## config.mk

```make
export PLATFORM = sky130hd
export DESIGN_NAME = ssp_bus_arbiter
export DESIGN_NICKNAME = d
export VERILOG_FILES = /design/src/rtl/ssp_arb_pkg.sv /design/src/rtl/ssp_rr_pick.sv /design/src/rtl/ssp_bus_arbiter.sv
export SDC_FILE = /design/constraint.sdc
export NUM_CORES = 1
export LEC_CHECK = 0
export CORE_UTILIZATION = 28
export CTS_BUF_LIST = sky130_fd_sc_hd__clkbuf_2 sky130_fd_sc_hd__clkbuf_4 sky130_fd_sc_hd__clkbuf_8
export CTS_CLUSTER_SIZE = 25
export DETAILED_ROUTE_END_ITERATION = 16
export DONT_BUFFER_PORTS = 1
export HOLD_SLACK_MARGIN = 0.02
export PLACE_DENSITY_LB_ADDON = 0.12
export SLEW_MARGIN = 0
export SYNTH_ARGS = -nofsm -noshare
export SYNTH_HDL_FRONTEND = slang
export SYNTH_SLANG_ARGS = --single-unit
```

## constraint.sdc

```tcl
create_clock -name clk_i -period 1.5 [get_ports clk_i]
set_input_delay 0.075 -clock clk_i [delete_from_list [all_inputs] [get_ports clk_i]]
set_output_delay 0.075 -clock clk_i [all_outputs]
set_load 0.02 [all_outputs]
```

## src/rtl/ssp_arb_pkg.sv

```systemverilog
// Purpose : shared encodings for the SSP bus arbiter: sequencer states,
//           interrupt bit positions and the FIFO-blocking rule.
// Contents: ST_IDLE/ST_BUS/ST_DONE, TXF_BIT/RXNE_BIT, req_blocked().
package ssp_arb_pkg;

    localparam logic [1:0] ST_IDLE = 2'd0;
    localparam logic [1:0] ST_BUS  = 2'd1;
    localparam logic [1:0] ST_DONE = 2'd2;

    localparam int TXF_BIT  = 1;    // ssp_intr_i: TX FIFO full
    localparam int RXNE_BIT = 0;    // ssp_intr_i: RX FIFO not empty

    // A data-register access is held back while its FIFO cannot take or
    // supply a byte; every other register is always accessible.
    function automatic logic req_blocked(input logic       we,
                                         input logic       at_tx,
                                         input logic [1:0] intr);
        if (!at_tx)
            return 1'b0;
        return we ? intr[TXF_BIT] : !intr[RXNE_BIT];
    endfunction

endpackage

```

## src/rtl/ssp_rr_pick.sv

```systemverilog
// Purpose : combinational 2-way round-robin picker.
// Ports   : i_elig (eligibility mask), i_ptr (favoured requester when both
//           are eligible) -> o_win (one-hot winner), o_vld (any winner).
module ssp_rr_pick (
    input  logic [1:0] i_elig,
    input  logic       i_ptr,
    output logic [1:0] o_win,
    output logic       o_vld
);

    // A single eligible requester wins outright; the pointer only breaks ties.
    assign o_win = (&i_elig) ? (i_ptr ? 2'b10 : 2'b01) : i_elig;
    assign o_vld = |i_elig;

endmodule

```

## src/rtl/ssp_bus_arbiter.sv

```systemverilog
// Purpose : shares the SSP WISHBONE register port between CPU (0) and DMA (1)
//           with round-robin arbitration and FIFO-aware request blocking.
// Ports   : clk_i/clear_n_i; req_i/we_i/adr*_i/dat*_i requester side with
//           gnt_o/ack_o/err_o/dat_o; wb_* master toward the SSP; ssp_intr_i.
// Config  : SSP_ARB_WATCHDOG_EN enables the BUS-state timeout (err_o).
module ssp_bus_arbiter
    import ssp_arb_pkg::*;
#(
    parameter int DW      = 8,
    parameter int AW      = 2,
    parameter int TX_ADR  = 0,
    parameter int TIMEOUT = 15
) (
    input  logic          clk_i,
    input  logic          clear_n_i,
    input  logic [1:0]    req_i,
    input  logic [1:0]    we_i,
    input  logic [AW-1:0] adr0_i,
    input  logic [AW-1:0] adr1_i,
    input  logic [DW-1:0] dat0_i,
    input  logic [DW-1:0] dat1_i,
    input  logic [1:0]    ssp_intr_i,
    output logic [1:0]    gnt_o,
    output logic [1:0]    ack_o,
    output logic [1:0]    err_o,
    output logic [DW-1:0] dat_o,
    output logic          wb_cyc_o,
    output logic          wb_stb_o,
    output logic          wb_we_o,
    output logic [AW-1:0] wb_adr_o,
    output logic [DW-1:0] wb_dat_o,
    input  logic [DW-1:0] wb_dat_i,
    input  logic          wb_ack_i
);

    logic [1:0]    r_state;
    logic          r_ptr;
    logic [1:0]    r_gnt;
    logic [1:0]    r_ack;
    logic [DW-1:0] r_dat;
    logic          r_cyc;
    logic          r_we;
    logic [AW-1:0] r_adr;
    logic [DW-1:0] r_wdat;

    logic [1:0]    w_elig;
    logic [1:0]    w_win;
    logic          w_vld;

`ifdef SSP_ARB_WATCHDOG_EN
    logic [1:0]    r_err;
    logic [7:0]    r_wdog;
`else
    logic [7:0]    w_unused_timeout;
    assign w_unused_timeout = 8'(TIMEOUT);
`endif

    assign w_elig[0] = req_i[0] &&
                       !req_blocked(we_i[0], adr0_i == AW'(TX_ADR), ssp_intr_i);
    assign w_elig[1] = req_i[1] &&
                       !req_blocked(we_i[1], adr1_i == AW'(TX_ADR), ssp_intr_i);

    ssp_rr_pick u_pick (
        .i_elig (w_elig),
        .i_ptr  (r_ptr),
        .o_win  (w_win),
        .o_vld  (w_vld)
    );

    always_ff @(posedge clk_i or negedge clear_n_i) begin
        if (!clear_n_i) begin
            r_state <= ST_IDLE;
            r_ptr   <= 1'b0;
            r_gnt   <= 2'b00;
            r_ack   <= 2'b00;
            r_dat   <= '0;
            r_cyc   <= 1'b0;
            r_we    <= 1'b0;
            r_adr   <= '0;
            r_wdat  <= '0;
`ifdef SSP_ARB_WATCHDOG_EN
            r_err   <= 2'b00;
            r_wdog  <= 8'd0;
`endif
        end else begin
            // Completion pulses last exactly the DONE cycle.
            r_ack <= 2'b00;
`ifdef SSP_ARB_WATCHDOG_EN
            r_err <= 2'b00;
`endif
            case (r_state)
                ST_IDLE: begin
                    if (w_vld) begin
                        // Command is frozen here; later input changes are ignored.
                        r_gnt   <= w_win;
                        r_cyc   <= 1'b1;
                        r_we    <= w_win[1] ? we_i[1] : we_i[0];
                        r_adr   <= w_win[1] ? adr1_i  : adr0_i;
                        r_wdat  <= w_win[1] ? dat1_i  : dat0_i;
                        r_state <= ST_BUS;
`ifdef SSP_ARB_WATCHDOG_EN
                        r_wdog  <= 8'd0;
`endif
                    end
                end
                ST_BUS: begin
                    if (wb_ack_i) begin
                        if (!r_we)
                            r_dat <= wb_dat_i;
                        r_cyc   <= 1'b0;
                        r_ack   <= r_gnt;
                        r_state <= ST_DONE;
`ifdef SSP_ARB_WATCHDOG_EN
                    end else if (r_wdog == 8'(TIMEOUT)) begin
                        // Ack in this same cycle takes the branch above instead.
                        r_cyc   <= 1'b0;
                        r_err   <= r_gnt;
                        r_state <= ST_DONE;
                    end else begin
                        r_wdog  <= r_wdog + 8'd1;
`endif
                    end
                end
                ST_DONE: begin
                    // Favour the requester that was not just served.
                    r_ptr   <= r_gnt[0];
                    r_gnt   <= 2'b00;
                    r_state <= ST_IDLE;
                end
                default: r_state <= ST_IDLE;
            endcase
        end
    end

    assign gnt_o    = r_gnt;
    assign ack_o    = r_ack;
    assign dat_o    = r_dat;
    assign wb_cyc_o = r_cyc;
    assign wb_stb_o = r_cyc;
    assign wb_we_o  = r_we;
    assign wb_adr_o = r_adr;
    assign wb_dat_o = r_wdat;
`ifdef SSP_ARB_WATCHDOG_EN
    assign err_o    = r_err;
`else
    assign err_o    = 2'b00;
`endif

endmodule

```

Yosys cells after proc, flatten, opt, wreduce, memory -nomap -nowiden
Cells that the tools add are included.
- register bits: 27
- input port bits: 37
- logic and storage cells: 50
- eq/ne operators: 4
- mux-type cells: 19
- bitwise logic cells: 1
- reductions and logical operators: 17
- operators by type and width (operator ; count):
    $mux W2 ; 8
    $mux W8 ; 1
    $pmux W2 S2 ; 2
    $reduce_and A2 Y1 ; 4
    $mux W1 ; 7
    $logic_not A2 Y1 ; 3
    $reduce_and A3 Y1 ; 2
    $reduce_bool A2 Y1 ; 2
    $logic_not A1 Y1 ; 3
    $eq A2 B1 Y1 const B ; 1
    $eq A2 B2 Y1 const B ; 1
    $logic_and A1 B1 Y1 ; 2
    $ne A2 B1 Y1 const B ; 1
    $ne A2 B2 Y1 const B ; 1
    $pmux W1 S2 ; 1
    $reduce_or A2 Y1 ; 1
    $not A1 Y1 ; 1

Longest topological paths before layout
- word-level depth: 9
- gate-level depth with buffers: 6
- mapped depth without buffers: 4

Hierarchy
A second synthesis with hierarchy kept.
- cells, all modules: 92
- area, all modules: 1310.0 µm²
- by module, submodules not included (module ; instances ; cells each ; area an instance (µm²) ; sequential area each (µm²)):
    ssp_bus_arbiter ; 1 ; 88 ; 1285.0 ; 675.6
    ssp_rr_pick ; 1 ; 4 ; 25.0 ; 0.0

Worst setup path after synthesis
No wires, ideal clock.
- kind: register to register
- start: reg r_state[1]
- end: reg r_dat[0], in the netlist dat_o[0]
- arrival time: 1322 ps
- setup slack: 53 ps
- cell stages (with the launch flop): 4
- period minus slack after synthesis: 1447 ps
- cells stage by stage: dfrtp_1 -> nand3b_1 -> nor2_1 -> mux2_2
- longest elaborated chain between the ends: 2
- ends and longest elaborated chain (what ; line ; source):
    start, declared ; ssp_bus_arbiter.sv:36 ; logic [1:0] r_state;
    start signal, assigned ; ssp_bus_arbiter.sv:72 ; r_state <= ST_IDLE;
    start signal, assigned ; ssp_bus_arbiter.sv:100 ; r_state <= ST_BUS;
    start signal, assigned ; ssp_bus_arbiter.sv:112 ; r_state <= ST_DONE;
    $eq A2 B1 Y1 ; ssp_bus_arbiter.sv:91 ; case (r_state)
    $reduce_and A3 Y1 (no line) ; - ;
    end signal, assigned ; ssp_bus_arbiter.sv:109 ; r_dat <= wb_dat_i;
    end, declared ; ssp_bus_arbiter.sv:40 ; logic [DW-1:0] r_dat;
Every way passes these cells.
A chain may end at the register's enable or synchronous reset.

Worst setup path after layout
- start: reg r_state[1]
- end: reg r_dat[7], in the netlist dat_o[7]
Same word-level chain as after synthesis.

==> flow_metrics.py <==
metrics = {
    "yosys": {
        "ys_seq_elements": 27,
        "muxShareOfSynthArea": 0.0769,
        "yosysSeqAreaShare": 0.519,
        "synth_adder_area_share": 0,
        "synth_largest_type_area_fraction": 0.519,
        "yosys.cell_types.count": 32,
        "yosys_warnings": 0,
        "syn_area_mm2": 0.00130,
        "post_synth_xor_area_fraction": 0,
        "synth-edff-count": 0,
        "synth_cells": 123,
        "synth-main-ff-cell": "sky130_fd_sc_hd__dfrtp_1",
        "synthTopCellsByArea": "sky130_fd_sc_hd__dfrtp_1 52%, sky130_fd_sc_hd__mux2_2 6.9%, sky130_fd_sc_hd__a31oi_1 4.8%, sky130_fd_sc_hd__nand3_1 4.2%, sky130_fd_sc_hd__nor3_1 4.2%",
        "synth_most_common_cell": "sky130_fd_sc_hd__dfrtp_1",
        "post_synth_and_or_nand_nor_area_fraction": 0.179,
        "synth_area_leader_cell": "sky130_fd_sc_hd__dfrtp_1",
        "postSynth.asyncResetShare": 1.00,
        "netlist_top_cells_count": "27 x sky130_fd_sc_hd__dfrtp_1, 11 x sky130_fd_sc_hd__nand3_1, 11 x sky130_fd_sc_hd__nor3_1",
        "combinational_family_with_the_most_area_after_synthesis": "simple AND/OR/NAND/NOR gates",
        "synth-compound-area-share": 0.164,
        "synth_area_per_cell_um2": 10.6,
    },
    "worst_setup_path": {
        "worst_ep_arrival_time_ns": 1.58,
        "crit_path_end_kind": "register",
        "worst-setup-path-type": "register to register",
        "startpoint_type": "register",
        "data_required_time_at_the_worst_endpoint_ns": 1.66,
        "worstPathMaxFanout": 8,
    },
    "cts": {
        "cts_tree": "yes",
        "root_buffer": "sky130_fd_sc_hd__clkbuf_8",
        "worstSkewPairLatency_ns": 0.27,
        "cts_htree_levels": 1,
        "clockBufferDepth": 2,
        "clk_transition_reported_paths_ns": 0.09,
        "clock_sinks": 27,
        "total_cts_buffers": 3,
    },
    "detailed_routing": {
        "dr.pass1.iters": 4,
        "vias": 1097,
        "vias_per_cell": 5.17,
        "wl_per_cell_um": 15.9,
        "drt-initial-drc-count": 11,
        "ant_nets": 0,
        "drc": 0,
        "wl_um": 3360,
    },
    "finish": {
        "antenna_cells_inserted": 0,
        "post_route_cells_drive_above_1_share": 0.175,
        "area.growth.synth_to_final_pct": 36.8,
        "layout.nets": 198,
        "design_area_final_mm2": 0.00178,
        "layoutNonFillerInstCount": 212,
    },
    "timing": {
        "layout_min_cycle_time_ns": 1.41,
        "rsz0062_at_grt": "false",
        "timing.clock.skew_ns": 0.00413,
        "finalHoldViolCount": 0,
        "fmax_ghz": 0.709,
        "final.period_utilization": 0.941,
        "slew_violations": 0,
        "setup_violations": 0,
        "accumulated_negative_setup_slack_ns": 0,
        "whs_ns": 0.0713,
    },
    "power": {
        "clkPwrFrac": 0.135,
        "power_per_cell_area_mw_per_mm2": 1750,
        "sequentialPowerShare": 0.543,
        "power.share.switching": 0.430,
        "power_report.internal_total_uw": 1780,
        "netSwitchingPower_uw": 1340,
        "combinationalPowerShare": 0.322,
        "power.ir.vdd_worst_mv": 0.412,
        "total_leakage_power_uw": 0.000716,
    },
    "die": {
        "rows": 24,
        "coreArea_mm2": 0.00441,
        "fp.dieW_um": 70.2,
        "floorplan.die_area_mm2": 0.00492,
        "die_y_um": 70.2,
        "ioPinCount": 64,
        "initial_core_util": 0.295,
    },
    "run": {
        "max_cap_violations": 0,
    },
    "placed_design": {
        "placement.io_buffers": 0,
        "dp_cells": 175,
        "dp_hpwl_um": 2360,
        "place_congestion": 0.703,
        "placement_stage_cell_area_mm2": 0.00138,
    },
    "grt": {
        "grt_remaining_overflow": 0,
        "grt_first_pass_wirelength_um": 5420,
        "via_count_of_the_first_global_routing_pass": 1087,
        "grtUsageTotal": 0.143,
        "grt_max_degree": 28,
        "antenna_found_initial": 0,
    },
    "outcome": {
        "outcome": "completed",
    },
    "worst_hold_path": {
        "hp-class": "primary input to register",
    },
}
final cells by class:
cell class | instances | area (µm²)
Inverter | 2 | 7.51
Timing Repair Buffer | 43 | 415
Sequential cell | 27 | 676
Clock inverter | 1 | 7.51
Fill cell | 434 | 2630
Multi-Input combinational cell | 84 | 568
Clock buffer | 3 | 41.3
Tap cell | 52 | 65.1
worst paths after layout:
path | startpoint | cells after the start | endpoint | slack [ns]
max | r_state[1]$_DFFE_PN0P_ | 4 | dat_o[7]$_DFFE_PN0P_ | 0.09
min | wb_ack_i | 2 | r_state[1]$_DFFE_PN0P_ | 0.07
max reg2reg | r_state[1]$_DFFE_PN0P_ | 4 | dat_o[7]$_DFFE_PN0P_ | 0.09
min reg2reg | r_ptr$_DFFE_PN0P_ | 2 | r_ptr$_DFFE_PN0P_ | 0.60
max in group asynchronous | clear_n_i | 2 | r_state[1]$_DFFE_PN0P_ | 1.11
min in group asynchronous | clear_n_i | 2 | dat_o[3]$_DFFE_PN0P_ | 0.23
stage by stage:
stage	utilization	setup slack (ns)	total power, µW
floorplan	-	0.0534	2370
global placement	0.312	0.0920	2600
detailed placement	0.312	0.0608	2630
CTS	0.400	0.0418	3140
global route	0.403	0.00174	3340
finish	0.403	0.0890	3120
power groups by stage:
stage                     sequential [µW]  clock, µW  combinational (µW)
after global routing                 1740        477                1130
after global placement               1710          0                 890
after detailed placement             1710          0                 911
after CTS                            1700        438                1000
after floorplan                      1640          0                 733
final                                1690        420                1000
critical path, stage by stage (launching register included):
cell and delay (ns):
sky130_fd_sc_hd__dfrtp_1 0.42, sky130_fd_sc_hd__nand3b_1 0.24, sky130_fd_sc_hd__nor2_1 0.13, sky130_fd_sc_hd__buf_4 0.18, sky130_fd_sc_hd__mux2_2 0.34
cells by family (layout without fill, tap and decap cells):
logic type / Yosys count / after routing
muxes: 9 / 9
AOI/OAI and AO/OA: 31 / 31
other: 1 / 2
DFF: 27 / 27
and+or+nand+nor: 42 / 42
buffers and inverters: 13 / 49
sequential cells by signal, indices dropped and copies added (netlist names):
signal and cells:
wb_dat_o 8, r_ptr 1, wb_we_o 1, wb_cyc_o 1, ack_o 2, gnt_o 2
wb_adr_o 2, dat_o 8, r_state 2
placed cells by master, fill, tap and decap left out, types with 2 or more instances in the layout:
cell type / instances
sky130_fd_sc_hd__nor3_1: 11
sky130_fd_sc_hd__buf_4: 10
sky130_fd_sc_hd__clkbuf_8: 3
sky130_fd_sc_hd__inv_1: 2
sky130_fd_sc_hd__nor2b_1: 5
sky130_fd_sc_hd__nor2_1: 2
sky130_fd_sc_hd__o21ai_0: 3
sky130_fd_sc_hd__nand3_1: 11
sky130_fd_sc_hd__or3_1: 2
sky130_fd_sc_hd__o21ai_1: 9
sky130_fd_sc_hd__a31oi_1: 10
sky130_fd_sc_hd__dlygate4sd3_1: 32
sky130_fd_sc_hd__o311a_4: 2
sky130_fd_sc_hd__or2_1: 2
sky130_fd_sc_hd__conb_1: 2
sky130_fd_sc_hd__dfrtp_1: 27
sky130_fd_sc_hd__and2_1: 2
sky130_fd_sc_hd__mux2_2: 8
routing by layer:
layer | vias up | track usage | share of wire | wire [µm]
li1 | 520 | - | - | -
met1 | 519 | 0.174 | 0.41 | 1370
met2 | 53 | 0.245 | 0.51 | 1700
met3 | 5 | 0.0274 | 0.069 | 232
met4 | 0 | 0.0600 | 0.018 | 61
met5 | - | 0 | 0 | 0
repair_timing:
action                     CTS  global route
buffers inserted             0             0
hold endpoints to repair    46             0
resized for setup            0             2
setup endpoints to repair    0            12
hold buffers                33             0
Power figures use the tool's default switching activity.
